==> src/rtl/lvds_pkg.sv <==
// Shared definitions for the LVDS receive path: FSM encoding, FIFO and counter sizes.
package lvds_pkg;

  typedef enum logic {
    S_IDLE = 1'b0,
    S_ACK  = 1'b1
  } rx_state_e;

  localparam int unsigned FIFO_DEPTH          = 2;
  localparam int unsigned DEFAULT_SYNC_STAGES = 2;
  localparam int unsigned COUNT_W             = 16;

endpackage

==> src/rtl/ff_synch.sv <==
// Multi-flop synchronizer for a single-bit level crossing into clk_sys.
module ff_synch #(
  parameter int unsigned STAGES = 2
) (
  input  logic clk_sys,
  input  logic reset_n,
  input  logic d,
  output logic q
);

  logic [STAGES-1:0] sync_q;

  // Shift the asynchronous level through STAGES flops.
  always_ff @(posedge clk_sys or negedge reset_n) begin
    if (!reset_n) begin
      sync_q <= '0;
    end else begin
      sync_q[0] <= d;
      for (int i = 1; i < STAGES; i++) begin
        sync_q[i] <= sync_q[i-1];
      end
    end
  end

  assign q = sync_q[STAGES-1];

endmodule

==> src/rtl/lvds_rx_sys.sv <==
// System-domain back end of the LVDS receiver: 4-phase req/ack capture of deserialized
// words into a 2-entry FIFO, valid/ready output, word counter and sticky protocol error.
module lvds_rx_sys
  import lvds_pkg::*;
#(
  parameter int unsigned PARALLEL_WIDTH = 8,
  parameter int unsigned SERIAL_RATIO   = 8,
  parameter int unsigned SYNC_STAGES    = DEFAULT_SYNC_STAGES
) (
  input  logic                      clk_sys,
  input  logic                      reset_n,
  input  logic [PARALLEL_WIDTH-1:0] rx_parallel_word,
  input  logic                      rx_word_valid,
  output logic                      ack_sys,
  output logic [PARALLEL_WIDTH-1:0] rx_data_out,
  output logic                      rx_data_valid,
  input  logic                      rx_data_ready,
  output logic [COUNT_W-1:0]        rx_word_count,
  output logic                      proto_err
);

  // SERIAL_RATIO only documents the serializer ratio; reject nonsense at elaboration.
  if (SERIAL_RATIO == 0 || PARALLEL_WIDTH == 0) begin : g_param_check
    $error("lvds_rx_sys: SERIAL_RATIO and PARALLEL_WIDTH must be nonzero");
  end

  logic                      req_sync;
  logic                      req_sync_prev_q;
  rx_state_e                 state_q;
  logic                      ack_q;
  logic                      err_q;
  logic [PARALLEL_WIDTH-1:0] mem_q [FIFO_DEPTH];
  logic                      wr_ptr_q;
  logic                      rd_ptr_q;
  logic [1:0]                count_q;
  logic [COUNT_W-1:0]        word_count_q;
  logic [COUNT_W-1:0]        word_count_d;
  logic                      fifo_full;
  logic                      push;
  logic                      pop;

  ff_synch #(
    .STAGES (SYNC_STAGES)
  ) u_req_synch (
    .clk_sys (clk_sys),
    .reset_n (reset_n),
    .d       (rx_word_valid),
    .q       (req_sync)
  );

  // Push eligibility uses the pre-pop count, so a pop on a full FIFO defers the push a cycle.
  always_comb begin
    fifo_full    = (count_q == 2'(FIFO_DEPTH));
    push         = (state_q == S_IDLE) && req_sync && !fifo_full;
    pop          = (count_q != 2'd0) && rx_data_ready;
    word_count_d = word_count_q + COUNT_W'(push);
  end

  // Handshake FSM with registered ack and sticky protocol error.
  always_ff @(posedge clk_sys or negedge reset_n) begin
    if (!reset_n) begin
      state_q         <= S_IDLE;
      ack_q           <= 1'b0;
      err_q           <= 1'b0;
      req_sync_prev_q <= 1'b0;
    end else begin
      req_sync_prev_q <= req_sync;
      unique case (state_q)
        S_IDLE: begin
          if (req_sync && !fifo_full) begin
            ack_q   <= 1'b1;
            state_q <= S_ACK;
          end else if (req_sync_prev_q && !req_sync) begin
            // Request withdrawn while still waiting for FIFO space.
            err_q <= 1'b1;
          end
        end
        S_ACK: begin
          if (!req_sync) begin
            ack_q   <= 1'b0;
            state_q <= S_IDLE;
          end
        end
      endcase
    end
  end

  // Two-entry FIFO storage, pointers and occupancy.
  always_ff @(posedge clk_sys or negedge reset_n) begin
    if (!reset_n) begin
      for (int i = 0; i < int'(FIFO_DEPTH); i++) begin
        mem_q[i] <= '0;
      end
      wr_ptr_q <= 1'b0;
      rd_ptr_q <= 1'b0;
      count_q  <= 2'd0;
    end else begin
      if (push) begin
        mem_q[wr_ptr_q] <= rx_parallel_word;
        wr_ptr_q        <= ~wr_ptr_q;
      end
      if (pop) begin
        rd_ptr_q <= ~rd_ptr_q;
      end
      unique case ({push, pop})
        2'b10:   count_q <= count_q + 2'd1;
        2'b01:   count_q <= count_q - 2'd1;
        default: count_q <= count_q;
      endcase
    end
  end

  // Accepted-word counter, wraps modulo 2^COUNT_W.
  always_ff @(posedge clk_sys or negedge reset_n) begin
    if (!reset_n) begin
      word_count_q <= '0;
    end else begin
      word_count_q <= word_count_d;
    end
  end

  assign ack_sys       = ack_q;
  assign proto_err     = err_q;
  assign rx_data_out   = mem_q[rd_ptr_q];
  assign rx_data_valid = (count_q != 2'd0);
  assign rx_word_count = word_count_q;

endmodule

==> config.mk <==
export PLATFORM = sky130hd
export DESIGN_NAME = lvds_rx_sys
export DESIGN_NICKNAME = d
export VERILOG_FILES = /design/src/rtl/lvds_pkg.sv /design/src/rtl/ff_synch.sv /design/src/rtl/lvds_rx_sys.sv
export SDC_FILE = /design/constraint.sdc
export NUM_CORES = 1
export LEC_CHECK = 0
export CORE_ASPECT_RATIO = 0.6
export CORE_UTILIZATION = 49
export DETAILED_ROUTE_END_ITERATION = 6
export HOLD_SLACK_MARGIN = 0.03
export MAX_ROUTING_LAYER = met4
export PLACE_DENSITY = 0.8
export SLEW_MARGIN = 20
export SYNTH_ARGS = -nofsm -noshare
export SYNTH_HDL_FRONTEND = slang
export SYNTH_SLANG_ARGS = --single-unit
==> constraint.sdc <==
create_clock -name clk_sys -period 2.4 [get_ports clk_sys]
set_input_delay 0.24 -clock clk_sys [delete_from_list [all_inputs] [get_ports clk_sys]]
set_output_delay 0.24 -clock clk_sys [all_outputs]
set_load 0.05 [all_outputs]
Word-level counts from Yosys, hierarchy flattened
Cells that the tools add are included.
- word-level logic and storage cells: 53
- bits in registers: 42
- bits of input ports: 12
- output and inout port bits: 27
- muxes and demuxes: 13
- magnitude comparators: 3
- reductions and logical operators: 12
- equal/unequal tests: 5
- bitwise operators: 6
- $add $sub $neg: 3
- operators with widths (cell ; number):
    8-bit two-way mux ; 4
    16-bit by 1-bit adder with 16-bit output ; 1
    16-bit bitwise mux ; 1
    8-bit demux with 1-bit select ; 1
    1-bit logical AND ; 6
    2-bit == test (second input constant) ; 2
    2-bit >= comparator (second input constant) ; 2
    1-bit two-way mux ; 4
    1-bit NOT ; 4
    1-bit NOT with 2-bit output ; 2
    1-bit case mux with 2 select lines ; 2
    2-bit case mux with 2 select lines ; 1
    2-bit nonzero test ; 2
    3-bit AND reduction ; 1
    2-bit by 1-bit adder with 2-bit output (second input constant) ; 1
    2-bit by 1-bit == test with 1-bit output (second input constant) ; 1
    1-bit logical NOT ; 2
    2-bit by 1-bit less-than comparator with 1-bit output (second input constant) ; 1
    2-bit by 1-bit inequality test with 1-bit output (second input constant) ; 1
    2-bit inequality test (second input constant) ; 1
    2-bit AND reduction ; 1
    2-bit by 1-bit subtractor with 2-bit output (second input constant) ; 1

Longest topological paths before layout
Gate-level depths: netlist of the first run.
- depth in word-level cells: 6
- gate-level depth with buffers: 8
- depth with buffers taken out: 7

Hierarchy
From an unflattened synthesis of the first run, not the netlist that was laid out.
- cell total of the unflattened synthesis: 128
- area, all modules: 1801.7 µm²
- by module, submodules not included (module ; area each (µm²) ; times used ; cells an instance ; sequential area each (µm²)):
    lvds_rx_sys ; 1751.7 ; 1 ; 126 ; 1001.0
    ff_synch ; 50.0 ; 1 ; 2 ; 50.0

Worst setup path after synthesis of the first run
Ideal clock, no wire load.
- path kind: reg-to-reg
- start point: reg word_count_q[0] (netlist: rx_word_count[0])
- end point: reg word_count_q[10] (netlist: rx_word_count[10])
- cell stages (with the launch flop): 8
- required time: 2318 ps
- setup slack: 548 ps
- setup time: 82 ps
- period minus slack after synthesis: 1852 ps
- buffers on the path: 1
- arrival: 1770 ps
- cell sequence: dfrtp_1 -> and4_1 -> buf_2 -> ha_1 -> nand2_1 -> nor2_1 -> and4_1 -> xor2_1
- word-level cells in the longest chain between the ends: 1
- RTL lines (item ; line ; source):
    start, declared ; lvds_rx_sys.sv:36 ; logic [COUNT_W-1:0] word_count_q;
    start signal, assigned ; lvds_rx_sys.sv:118 ; word_count_q <= word_count_d;
    16-bit by 1-bit adder with 16-bit output ; lvds_rx_sys.sv:56 ; word_count_d = word_count_q + COUNT_W'(push);
    named net word_count_d[10] ; lvds_rx_sys.sv:37 ; logic [COUNT_W-1:0] word_count_d;
The timed path passes the listed nets, and every way through them passes these cells.
A chain may end at the register's enable or synchronous reset.

Final worst setup path of the first run
- start point: reg rd_ptr_q
- end point: out rx_data_out[5]
- word-level cells in the longest chain between the ends: 4
- RTL lines (item ; line ; source):
    start, declared ; lvds_rx_sys.sv:34 ; logic rd_ptr_q;
    start signal, assigned ; lvds_rx_sys.sv:103 ; rd_ptr_q <= ~rd_ptr_q;
    1-bit NOT with 2-bit output (implied by the code) ; lvds_rx_sys.sv:124 ; assign rx_data_out = mem_q[rd_ptr_q];
    8-bit two-way mux (implied by the code) (3 in a row) ; lvds_rx_sys.sv:124 ;
    end, declared ; lvds_rx_sys.sv:15 ; output logic [PARALLEL_WIDTH-1:0] rx_data_out,
Every way passes these cells. The select of a mux whose other input is x is not followed.

==> results of run 1 <==
## layer usage
layer | wire length (um) | up-vias
met3 | 156 | 4
met4 | 18 | 0
met1 | 1470 | 568
met5 | 0 | -
met2 | 1730 | 25
li1 | - | 531
## cell usage after synthesis, drive strengths merged
cell type  instances
nand4              3
ha                 3
a21o               1
nand2b             1
nand2              7
and3               4
or2                1
clkbuf             1
dfrtp             42
nor2               6
o21a               1
and4               4
mux2              24
xnor2             13
o21ai              1
and2               1
xor2               6
buf                1
inv                2
nand3              6
## how the worst min path moves through the flow
stage | slack (ns) | from | cells after the start | end
floorplan | -0.06 | reset_n | 0 | ack_sys$_DFFE_PN0P_
global placement | 0.34 | u_req_synch.sync_q[0]$_DFF_PN0_ | 0 | u_req_synch.sync_q[1]$_DFF_PN0_
detailed placement | 0.34 | u_req_synch.sync_q[0]$_DFF_PN0_ | 0 | u_req_synch.sync_q[1]$_DFF_PN0_
CTS | 0.1 | reset_n | 1 | req_sync_prev_q$_DFF_PN0_
global route | 0.14 | reset_n | 1 | req_sync_prev_q$_DFF_PN0_
finish | 0.08 | reset_n | 1 | req_sync_prev_q$_DFF_PN0_
## state kept, by name, indices dropped and copies added (netlist names)
name,count
mem_q,16
rx_word_count,16
count_q,2
u_req_synch.sync_q,2
ack_sys,1
proto_err,1
rd_ptr_q,1
req_sync_prev_q,1
state_q,1
wr_ptr_q,1
## power by group
part | switching (uW) | internal [uW] | total [uW]
Clock | 235 | 306 | 541
Combinational | 878 | 627 | 1500
Sequential | 218 | 944 | 1160
## stage by stage
step,instances,hold slack (ns)
4_1_cts,217,0.0998
2_1_floorplan,128,-0.0556
3_3_place_gp,209,0.336
5_1_grt,217,0.144
6_report,217,0.0766
3_5_place_dp,209,0.337
## worst max-delay path: cells and delay by family, from the launching register on
kind                   cells  cell delay (ns)
flip-flops                 1             0.59
multiplexers               1             0.39
buffers and inverters      1             0.70
## cell type report
cell class / count / area (um2)
well taps: 45 / 56.3
inverters: 2 / 7.51
fillers: 225 / 1040
flip-flops and latches: 42 / 1050
clock inverters: 3 / 40.0
multi-input cells: 82 / 702
clock buffers: 5 / 68.8
repair buffers: 38 / 375
## cells by family (layout without fill, tap and decap cells)
family | after synthesis | after routing | share of synthesized area
fa+ha+maj | 3 | 3 | 0.0212
compound gates | 3 | 3 | 0.0113
flops | 42 | 42 | 0.594
simple gates | 33 | 33 | 0.117
mux | 24 | 24 | 0.153
xor+xnor | 19 | 19 | 0.0941
buf+inv | 4 | 48 | 0.00918
==> flow_summary.yaml, run 1 <==
critical_path:
  r2r_setup_slack_ns: 0.42
  worstPathRequired_ns: 2.16
  crit_chain: "mux2_2 -> clkdlybuf4s50_1"
  crit_path_top_delay_cell: "clkdlybuf4s50_1"
  cp-end-kind: "primary output"
  reg2regPathDepth: 7
  worst-setup-path-type: "flip-flop to primary output"
  path_max_fanout: 9
  crit_end: "rx_data_out[5]"
  reg2reg_to: "rx_word_count[10]$_DFF_PN0_"
  critical_path_arrival_ns: 1.97
  crit_start: "rd_ptr_q$_DFFE_PN0P_"
  startpoint_type: "flip-flop"
  critPathMaxStageDelay_ns: 0.70
  r2r-start: "count_q[0]$_DFFE_PN0P_"
pwr:
  vdd_drop_max_uv: 730
  pwr_density_cell_nw_per_um2: 1390
  p_total_uw: 3210
  leakage_uw: 0.00100
synthesis:
  yosys-top-cells-area: "dfrtp_1 (59%), mux2_2 (14%), xnor2_1 (6.4%), xor2_1 (3.0%), ha_1 (2.1%)"
  synth_cell_types: 25
  ys_seq_elements: 42
  yosysSeqAreaShare: 0.594
  synth.avg_cell_area_um2: 13.8
  yosysTopAreaCellShare: 0.594
  synthesis.instances: 128
  syn_nets: 143
  synth_top_area_cell: "dfrtp_1"
  netlist_area_um2: 1770
  yosysWarnings: 0
cells_and_area:
  antennaDiodeCount: 0
  fin_area_um2: 2300
  postLayoutCoreUtil: 0.688
  layout_commonest_cell: "dfrtp_1"
  mostFrequentLayoutCells: "dfrtp_1 (42), clkdlybuf4s50_1 (37), mux2_2 (22)"
  syn_to_final_growth_pct: 30.1
  final_nets: 186
  drive_gt1_frac: 0.215
floorplanning:
  dieArea_um2: 3860
  rows: 16
  die_w_um: 79.6
  core_area_um2: 3340
  io_pins: 39
  die_h_um: 48.5
  start_util: 0.529
placement:
  dpl-instance-area_um2: 2190
  dp_hpwl_um: 2490
  io_buffers: 38
  place_congestion: 0.841
  preCtsSetupSlack_ns: 0.468
sta:
  drv_slew: 0
  setup_violations: 0
  fin_crit_ns: 2.21
  rsz0062_at_grt: "no"
  tightestPinTransition_ns: 0.892
  slew_headroom: 0.406
  skew_ns: 0.00482
  timing.fmax_ghz: 0.453
  finalWorstSetupSlack_ns: 0.192
  hold_violations: 0
  layout_worst_path_cycle_share: 0.920
  tns_ns: 0
grt:
  first_global_vias: 1214
  met1_usage: 0.253
  grtUsageMet3: 0.0566
  grt_overflow: 0
  busiest_layer: "met2"
  grtUsageMet2: 0.349
  grt_usage: 0.208
  antenna_found_initial: 0
  grt_pass1_wl_um: 5840
  grt_max_degree: 43
clocking:
  cts.sinks: 42
  hold_buffers: 0
  clk_latency_ns: 0.29
  cts_max_level: 2
  ctsResizeCount: 0
  cts_made_buffers: 5
  cts_setup_buffers: 0
  cts_tree: "done"
  path_clk_slew_ns: 0.08
  cts-root-buf: "clkbuf_8"
  clockBufferDepth: 2
min_path:
  hold_class: "input pin to asynchronous set/reset pin"
drt:
  drtAntennaViolNets: 0
  routed_wl_um: 3380
  vias: 1128
  route.detailed.drc: 0
  dr.first_iter.drc_count: 28
  via_per_inst: 5.20
  wl_per_cell_um: 15.6
  first_pass_iters: 4
run:
  max-cap-violations: 0
status:
  status: "completed"
No activity file was read; power rests on OpenSTA's default activity.
==> run 2: changes to the inputs <==
--- a/config.mk
+++ b/config.mk
@@ -8,9 +8,11 @@
 export CORE_ASPECT_RATIO = 0.6
 export CORE_UTILIZATION = 49
 export DETAILED_ROUTE_END_ITERATION = 6
+export GPL_ROUTABILITY_DRIVEN = 0
 export HOLD_SLACK_MARGIN = 0.03
 export MAX_ROUTING_LAYER = met4
 export PLACE_DENSITY = 0.8
+export RECOVER_POWER = 100
 export SLEW_MARGIN = 20
 export SYNTH_ARGS = -nofsm -noshare
 export SYNTH_HDL_FRONTEND = slang
==> flow_summary.yaml, run 2 (synthesis results as in run 1) <==
sta:
  setup_violations: 0
  rsz0062_at_grt: "no"
  tightestPinTransition_ns: 2.13
  slew_headroom: -0.418
  skew_ns: 0.00491
  tns_ns: 0
  layout_worst_path_cycle_share: 0.945
  hold_violations: 0
  timing.fmax_ghz: 0.441
  drv_slew: 43
  fin_crit_ns: 2.27
grt:
  antenna_found_initial: 0
  first_global_vias: 1214
  grt_max_degree: 43
  grt_usage: 0.208
  grt_overflow: 0
  grt_pass1_wl_um: 5840
placement:
  io_buffers: 38
  dp_hpwl_um: 2490
drt:
  vias: 1121
  dr.first_iter.drc_count: 42
  route.detailed.drc: 0
  via_per_inst: 5.17
  first_pass_iters: 4
  drtAntennaViolNets: 0
  wl_per_cell_um: 15.4
  routed_wl_um: 3330
min_path:
  hold_class: "flip-flop to flip-flop"
  hold_path_depth: 0
  worstHoldStart: "u_req_synch.sync_q[0]$_DFF_PN0_"
  holdPathEnd: "u_req_synch.sync_q[1]$_DFF_PN0_"
cells_and_area:
  fillers: 228
  syn_to_final_growth_pct: 28.2
  seqCellArea_um2: 1050
  multi_input_area_um2: 671
  layout_commonest_cell: "dfrtp_1"
  antennaDiodeCount: 0
  final_nets: 186
  drive_gt1_frac: 0.174
  mostFrequentLayoutCells: "dfrtp_1 (42), dlygate4sd3_1 (28), mux2_2 (21)"
floorplanning:
  core_area_um2: 3340
  start_util: 0.529
  die_w_um: 79.6
  die_h_um: 48.5
  io_pins: 39
  dieArea_um2: 3860
  rows: 16
critical_path:
  worstPathRequired_ns: 2.16
  cp_top_family: "buffers and inverters"
  path_max_fanout: 9
  r2r_setup_slack_ns: 0.41
  critical_path_arrival_ns: 2.03
  cp_num_buf_inv: 1
  critPathMaxStageDelay_ns: 0.76
  crit_chain: "mux2_2 -> dlygate4sd3_1"
  reg2regPathDepth: 5
  worst-setup-path-type: "flip-flop to primary output"
  startpoint_type: "flip-flop"
  cp-end-kind: "primary output"
  reg2reg_to: "mem_q[12]$_DFFE_PN0P_"
  crit_path_top_delay_cell: "dlygate4sd3_1"
  r2r-start: "count_q[0]$_DFFE_PN0P_"
run:
  max-cap-violations: 1
pwr:
  vdd_drop_max_uv: 702
  pwr_density_cell_nw_per_um2: 1360
  p_total_uw: 3090
  leakage_uw: 0.00102
clocking:
  cts_tree: "done"
  cts-root-buf: "clkbuf_8"
  clockBufferDepth: 2
  path_clk_slew_ns: 0.08
  cts_made_buffers: 5
  cts_max_level: 2
  clk_latency_ns: 0.29
  cts.sinks: 42
  cts_setup_buffers: 0
  hold_buffers: 0
  ctsResizeCount: 0
status:
  violations: "capacitance limit, slew limit"
  status: "complete, but fails checks"
## run 2: cell types whose count changed in the layout (fill, tap and decap cells not counted), sizes merged
cell           before  now
clkdlybuf4s50      37    9
dlygate4sd3         0   28
buf                 1    0
clkbuf              5    6
## run 2: layout make-up
class / count / area share
inverter: 2 / 0.00331
clock inverter: 3 / 0.0177
multi-input combinational: 82 / 0.296
timing repair buffer: 38 / 0.165
sequential: 42 / 0.463
clock buffer: 5 / 0.0303
tap: 45 / 0.0248
## run 2: layer usage
layer  up-vias  global-route usage  routed length [um]
met2        26               0.349                1730
met4         0              0.0455                  12
li1        529                   -                   -
met5         -                   -                   0
met3         2              0.0566                 175
met1       564               0.253                1420
## run 2: power breakdown
group	internal, uW	switching [uW]
Sequential	945	198
Combinational	543	866
Clock	306	236
Total	1790	1300
## run 2: worst max path at each step
stage                     cells past startpoint                     endpoint                        from
after global routing                          2               rx_data_out[5]        rd_ptr_q$_DFFE_PN0P_
after global placement                        2               rx_data_out[7]        rd_ptr_q$_DFFE_PN0P_
after CTS                                     2               rx_data_out[5]        rd_ptr_q$_DFFE_PN0P_
after floorplan                               7  rx_word_count[10]$_DFF_PN0_  rx_word_count[0]$_DFF_PN0_
final                                         2               rx_data_out[5]        rd_ptr_q$_DFFE_PN0P_
after detailed placement                      7  rx_word_count[10]$_DFF_PN0_      count_q[0]$_DFFE_PN0P_
## run 2: stage by stage
step	cell area, um2	hold slack [ns]	instances	util	worst slack [ns]
3_3_place_gp	2190	0.336	209	0.656	0.535
3_5_place_dp	2190	0.337	209	0.656	0.468
6_report	2270	0.354	217	0.679	0.132
5_1_grt	2270	0.362	217	0.679	0.0690
4_1_cts	2300	0.0998	217	0.688	0.174
2_1_floorplan	1770	-0.0556	128	-	0.548
## run 2: worst reg2reg max path, delay by kind of cell, from the launching register on
family | cells | cell delay [ns]
and+or+nand+nor | 3 | 0.95
buffers and inverters | 1 | 0.10
muxes | 1 | 0.42
DFF | 1 | 0.41
==> run 3: changes to the inputs <==
--- a/config.mk
+++ b/config.mk
@@ -5,8 +5,10 @@
 export SDC_FILE = /design/constraint.sdc
 export NUM_CORES = 1
 export LEC_CHECK = 0
+export CAP_MARGIN = 20
 export CORE_ASPECT_RATIO = 0.6
 export CORE_UTILIZATION = 49
+export CTS_CLUSTER_SIZE = 28
 export DETAILED_ROUTE_END_ITERATION = 6
 export GPL_ROUTABILITY_DRIVEN = 0
 export HOLD_SLACK_MARGIN = 0.03
==> results of run 3 <==
Final layout, timing and power as in run 2 (identical DEF).
